==> src/rtl/reset_sequencer.sv <==
// reset_sequencer: board-level reset controller. Waits for PLL lock, holds
// all domains for POR_CYCLES, then releases NUM_DOMAINS resets in index
// order STAGGER_CYCLES apart. Re-enters reset on PLL loss, a debounced
// button press or a software request; records the cause and counts events.
// Ports:
//   clk, reset_i (async active-high)      clock and master reset
//   pll_locked_i, btn_i (asynchronous)    lock indication, raw button
//   sw_reset_req_i                        software reset request
//   reset_o[NUM_DOMAINS], ready_o         per-domain resets, all-released
//   reset_cause_o[2], reset_count_o[8]    last cause, saturating event count
module reset_sequencer #(
   parameter int NUM_DOMAINS     = 2,
   parameter int POR_CYCLES      = 31,
   parameter int STAGGER_CYCLES  = 16,
   parameter int DEBOUNCE_CYCLES = 65536,
   parameter bit BTN_ACTIVE_HIGH = 1'b1
) (
   input  logic                   clk,
   input  logic                   reset_i,
   input  logic                   pll_locked_i,
   input  logic                   btn_i,
   input  logic                   sw_reset_req_i,
   output logic [NUM_DOMAINS-1:0] reset_o,
   output logic                   ready_o,
   output logic [1:0]             reset_cause_o,
   output logic [7:0]             reset_count_o
);

   localparam int PW = (POR_CYCLES > 1) ? $clog2(POR_CYCLES) : 1;
   localparam int SW = (STAGGER_CYCLES > 1) ? $clog2(STAGGER_CYCLES) : 1;
   localparam int DW = (DEBOUNCE_CYCLES > 1) ? $clog2(DEBOUNCE_CYCLES) : 1;

   localparam logic [PW-1:0] POR_MAX = PW'(POR_CYCLES - 1);
   localparam logic [SW-1:0] STG_MAX = SW'(STAGGER_CYCLES - 1);
   localparam logic [DW-1:0] DB_MAX  = DW'(DEBOUNCE_CYCLES - 1);

   localparam logic [NUM_DOMAINS-1:0] ALL_ON = {NUM_DOMAINS{1'b1}};
   // Pattern after domain 0 is released; all zero when NUM_DOMAINS == 1.
   localparam logic [NUM_DOMAINS-1:0] FIRST  = ALL_ON << 1;

   localparam logic [1:0] S_WAIT = 2'd0;
   localparam logic [1:0] S_HOLD = 2'd1;
   localparam logic [1:0] S_REL  = 2'd2;
   localparam logic [1:0] S_RUN  = 2'd3;

   localparam logic [1:0] C_POR = 2'd0;
   localparam logic [1:0] C_PLL = 2'd1;
   localparam logic [1:0] C_BTN = 2'd2;
   localparam logic [1:0] C_SW  = 2'd3;

   logic [1:0]             state;
   logic                   lock_s1, lock_s2;
   logic                   btn_s1, btn_s2;
   logic                   btn_n, btn_db;
   logic [DW-1:0]          db_cnt;
   logic                   sw_prev;
   logic [PW-1:0]          hc;
   logic [SW-1:0]          sc;
   logic [NUM_DOMAINS-1:0] rel_next;
   logic                   db_rise, trig_pll, trig_btn, trig_sw;
   logic                   trig_any, active;
   logic [1:0]             trig_cause;

   always_ff @(posedge clk or posedge reset_i) begin
      if (reset_i) begin
         lock_s1 <= 1'b0;
         lock_s2 <= 1'b0;
         btn_s1  <= 1'b0;
         btn_s2  <= 1'b0;
         sw_prev <= 1'b0;
      end else begin
         lock_s1 <= pll_locked_i;
         lock_s2 <= lock_s1;
         btn_s1  <= btn_i;
         btn_s2  <= btn_s1;
         sw_prev <= sw_reset_req_i;
      end
   end

   assign btn_n = BTN_ACTIVE_HIGH ? btn_s2 : ~btn_s2;

   // Counter only runs while the synced value differs from the debounced
   // one; any bounce back to the debounced value reloads it.
   always_ff @(posedge clk or posedge reset_i) begin
      if (reset_i) begin
         btn_db <= 1'b0;
         db_cnt <= '0;
      end else if (btn_n == btn_db) begin
         db_cnt <= '0;
      end else if (db_cnt == DB_MAX) begin
         btn_db <= btn_n;
         db_cnt <= '0;
      end else begin
         db_cnt <= db_cnt + DW'(1);
      end
   end

   // Press is flagged on the cycle the debounced value is about to rise,
   // so the reset lands on the same edge as the debounced update.
   assign db_rise  = btn_n & ~btn_db & (db_cnt == DB_MAX);
   // Lock and button were both good on HOLD entry, so a low level here
   // is necessarily a falling edge.
   assign trig_pll = ~lock_s2;
   assign trig_btn = db_rise;
   assign trig_sw  = sw_reset_req_i & ~sw_prev;
   assign trig_any = trig_pll | trig_btn | trig_sw;
   assign active   = (state != S_WAIT);

   assign trig_cause = trig_pll ? C_PLL :
                       trig_btn ? C_BTN : C_SW;

   assign rel_next = reset_o << 1;

   always_ff @(posedge clk or posedge reset_i) begin
      if (reset_i) begin
         state         <= S_WAIT;
         reset_o       <= ALL_ON;
         ready_o       <= 1'b0;
         reset_cause_o <= C_POR;
         reset_count_o <= 8'd0;
         hc            <= '0;
         sc            <= '0;
      end else if (active && trig_any) begin
         state         <= S_WAIT;
         reset_o       <= ALL_ON;
         ready_o       <= 1'b0;
         reset_cause_o <= trig_cause;
         if (reset_count_o != 8'hFF)
            reset_count_o <= reset_count_o + 8'd1;
      end else begin
         unique case (state)
            S_WAIT: begin
               reset_o <= ALL_ON;
               ready_o <= 1'b0;
               if (lock_s2 && !btn_db) begin
                  state <= S_HOLD;
                  hc    <= '0;
               end
            end
            S_HOLD: begin
               if (hc == POR_MAX) begin
                  reset_o <= FIRST;
                  hc      <= '0;
                  sc      <= '0;
                  if (FIRST == '0) begin
                     ready_o <= 1'b1;
                     state   <= S_RUN;
                  end else begin
                     state   <= S_REL;
                  end
               end else begin
                  hc <= hc + PW'(1);
               end
            end
            S_REL: begin
               if (sc == STG_MAX) begin
                  sc      <= '0;
                  reset_o <= rel_next;
                  if (rel_next == '0) begin
                     ready_o <= 1'b1;
                     state   <= S_RUN;
                  end
               end else begin
                  sc <= sc + SW'(1);
               end
            end
            S_RUN: begin
               reset_o <= '0;
               ready_o <= 1'b1;
            end
            default: state <= S_WAIT;
         endcase
      end
   end

endmodule

==> config.mk <==
export PLATFORM = sky130hd
export DESIGN_NAME = reset_sequencer
export DESIGN_NICKNAME = d
export VERILOG_FILES = /design/src/rtl/reset_sequencer.sv
export SDC_FILE = /design/constraint.sdc
export NUM_CORES = 1
export LEC_CHECK = 0
export BUFFER_PORTS_ARGS = -buffer_cell sky130_fd_sc_hd__buf_2
export CORE_MARGIN = 3
export CORE_UTILIZATION = 28
export DETAILED_ROUTE_END_ITERATION = 16
export HOLD_SLACK_MARGIN = 0.06
export PLACE_DENSITY = 0.51
export SYNTH_ARGS = -nofsm -noshare
export SYNTH_HDL_FRONTEND = slang
export SYNTH_SLANG_ARGS = --single-unit
==> constraint.sdc <==
create_clock -name clk -period 2 [get_ports clk]
set_input_delay 0.2 -clock clk [delete_from_list [all_inputs] [get_ports clk]]
set_output_delay 0.2 -clock clk [all_outputs]
set_load 0.02 [all_outputs]
==> run_results.csv <==
group,metric,value,unit
run_status,outcome,"finished clean",
global_route,grt_pass1_wl,8.52,mm
placed_design,port_buffers,17,
clock_tree,clk_latency,0.30,ns
critical_path,worst_path_max_delay_cell,"dfrtp_1",
logic_synthesis,syn_nets,254,
detailed_routing,drtIter0Drc,76,
critical_path,worstSetupPathType,"flip-flop to flip-flop",
flow_run,maxCapViolCount,0,
timing,slew_violations,0,
floorplanning,initial_utilization,29.2,%
finish,drive_gt1_share,25.6,%
logic_synthesis,syn_inst,239,
pwr,switching_share,38.6,%
global_route,overflow,0,
min_path,min_to,"lock_s2",
floorplanning,die-area,9810,um2
detailed_routing,wire_per_inst,12.5,um
critical_path,crit_path_max_incr_delay,0.40,ns
pwr,power_density,1110,nW/um2
clock_tree,clk_pin_slew,0.08,ns
floorplanning,chipWidth,99.1,um
min_path,hold_start,"lock_s1",
critical_path,worstReg2RegEnd,"state[0]",
logic_synthesis,yosysTopAreaCellShare,45.4,%
placed_design,place_congestion,0.802,
logic_synthesis,synth-main-ff-cell,"dfrtp_1",
critical_path,crit_family,"compound AO/OA/AOI/OAI gates",
timing,skew,0.00625,ns
min_path,hold_path_depth,0,
logic_synthesis,synth_area_leaders,"dfrtp_1 (45%), ha_1 (5.2%), xor2_1 (5.1%)",
timing,min_period,1.91,ns
critical_path,critPathCaptureType,"flip-flop",
clock_tree,cts_sinks,46,
placed_design,dp_hpwl,3.53,mm
logic_synthesis,synth_area,2420,um2
pwr,comb_power_share,43.7,%
timing,setup_violations,0,
critical_path,reg2reg_from,"hc[0]",
clock_tree,clockBufferDepth,2,
finish,fillers,836,
critical_path,path_buf_inv,2,
timing,fmax,0.525,GHz
critical_path,path_cells,"inv_2, ha_1, nand4_1, a222oi_1, buf_4, a21oi_1, o32ai_1, a211oi_1",
pwr,p_int,2010,uW
logic_synthesis,yosysMostFrequentCell,"dfrtp_1",
pwr,vdd_drop_max,334,uV
logic_synthesis,synth_edf_count,0,
placed_design,dp_slack,0.0316,ns
detailed_routing,routed_wl,4.93,mm
critical_path,r2r_cells,8,
timing,holdWs,0.354,ns
pwr,clock_power_share,18.1,%
global_route,grtUsageTotal,10.5,%
pwr,seq_power_share,38.1,%
timing,finalWorstSetupSlack,0.0945,ns
floorplanning,rows,33,
clock_tree,cts_made_buffers,5,
logic_synthesis,synth_seq_cells,46,
logic_synthesis,synth_common_cells,"dfrtp_1 (44), nor2_1 (29), nand2_1 (18), inv_1 (16)",
min_path,hold_path.class,"flip-flop to flip-flop",
timing,rsz0062_at_grt,"true",
detailed_routing,drc_errors,0,
pwr,power,3280,uW
clock_tree,cts_tree,"built",
finish,syn_to_final_growth,22.4,%
finish,stdcell_count,394,
pwr,leakage,0.00133,uW
timing,tightest_slew,0.523,ns
finish,multi_input_area,1210,um2
clock_tree,htreeDepth,2,
detailed_routing,dr.pass1.iters,4,
detailed_routing,postRouteAntennaNets,0,
critical_path,r2r_slack,0.09,ns
placed_design,place_inst,373,
global_route,grt_max_degree,25,
floorplanning,io_pins,18,
logic_synthesis,ys_warn_count,0,
critical_path,cp_max_fo,4,
detailed_routing,vias,1874,
floorplanning,die_h,99.1,um
logic_synthesis,ys_seq_area_share,47.6,%
detailed_routing,vias_per_cell,4.76,
floorplanning,fp.coreArea,8300,um2
logic_synthesis,synthArstFlopShare,100,%
finish,final-seq-area,1150,um2
clock_tree,ctsRootBufferMaster,"clkbuf_8",
timing,finalCritPeriodShare,95.3,%
timing,finalHoldViolCount,0,
critical_path,critPathRequiredTime,2.18,ns
global_route,grt_pass1_vias,1774,
pwr,power.switching,1270,uW
finish,antenna_cells,0,
timing,max-slew-margin-rel,65.1,%
critical_path,worstPathArrival,2.08,ns
logic_synthesis,synth_area_per_cell,10.1,um2
global_route,antenna_found_initial,0,
logic_synthesis,yosysTopAreaCell,"dfrtp_1",
logic_synthesis,ys_types,52,
critical_path,startpoint_type,"flip-flop",
timing,fin_tns_setup,0,ns
finish,nets,303,
[per-stage QoR]
stage | instance area (um2) | util, %
2_1_floorplan | 2420 | -
4_1_cts | 2880 | 34.8
6_report | 2970 | 35.8
3_3_place_gp | 2750 | 33.2
3_5_place_dp | 2750 | 33.2
5_1_grt | 2970 | 35.8
[power groups by stage]
stage / Clock (uW) / Sequential (uW) / Combinational, uW
final: 595 / 1250 / 1430
after global routing: 654 / 1280 / 1590
after CTS: 616 / 1250 / 1370
after detailed placement: 0 / 1270 / 1360
after global placement: 0 / 1270 / 1350
after floorplan: 0 / 1380 / 816
[area by class of cell]
class | instances | area share (%)
clock inverter | 1 | 0.169
tap | 105 | 4.43
clock buffer | 7 | 2.91
inverter | 16 | 2.02
multi-input combinational | 174 | 40.9
sequential | 46 | 38.9
timing repair buffer | 45 | 10.7
[kinds of logic after synthesis]
kind of cell | share of synthesized area [%]
xor+xnor | 6.50
fa+ha+maj | 5.16
mux | 3.04
simple gates | 20.7
flops | 47.6
buf+inv | 3.04
compound gates | 13.9
[layout by cell type (no fill, tap or decap), types with 7 or more instances in the layout]
cell,count
nor2_1,29
nand3_1,14
inv_1,13
o21ai_0,12
xor2_1,14
ha_1,7
a21oi_1,8
nand2_1,18
buf_4,23
buf_2,17
dfrtp_1,44
[flip-flops by register name, indices dropped and copies added, names as in the netlist]
signal / count
sc: 4
btn_n: 1
hc: 5
btn_db: 1
reset_cause_o: 2
sw_prev: 1
lock_s1: 1
reset_count_o: 8
db_cnt: 16
lock_s2: 1
state: 2
ready_o: 1
btn_s1: 1
reset_o: 2
[what timing repair did]
action	CTS	global route
hold buffers	4	0
endpoints found under the hold margin	25	0
buffers inserted	0	9
resized for setup	0	9
setup endpoints to repair	0	13
[routing by layer]
layer,wire (um),GRT usage [%],vias to the layer above
met1,2460,15.1,906
met4,43,2.84,0
met3,139,2.12,4
li1,-,-,943
met5,0,0,-
met2,2290,16.0,21
[how the worst max path moves through the flow]
stage,start,end,slack (ns),cells after the start
6_report,hc[0],state[0],0.09,8
5_1_grt,hc[0],state[0],-0.06,8
4_1_cts,db_cnt[0],ready_o,0.02,6
3_5_place_dp,db_cnt[0],reset_cause_o[1],0.03,5
3_3_place_gp,btn_n,hc[1],0.07,6
2_1_floorplan,state[0],state[0],0.03,7
Power figures use the tool's default switching activity.
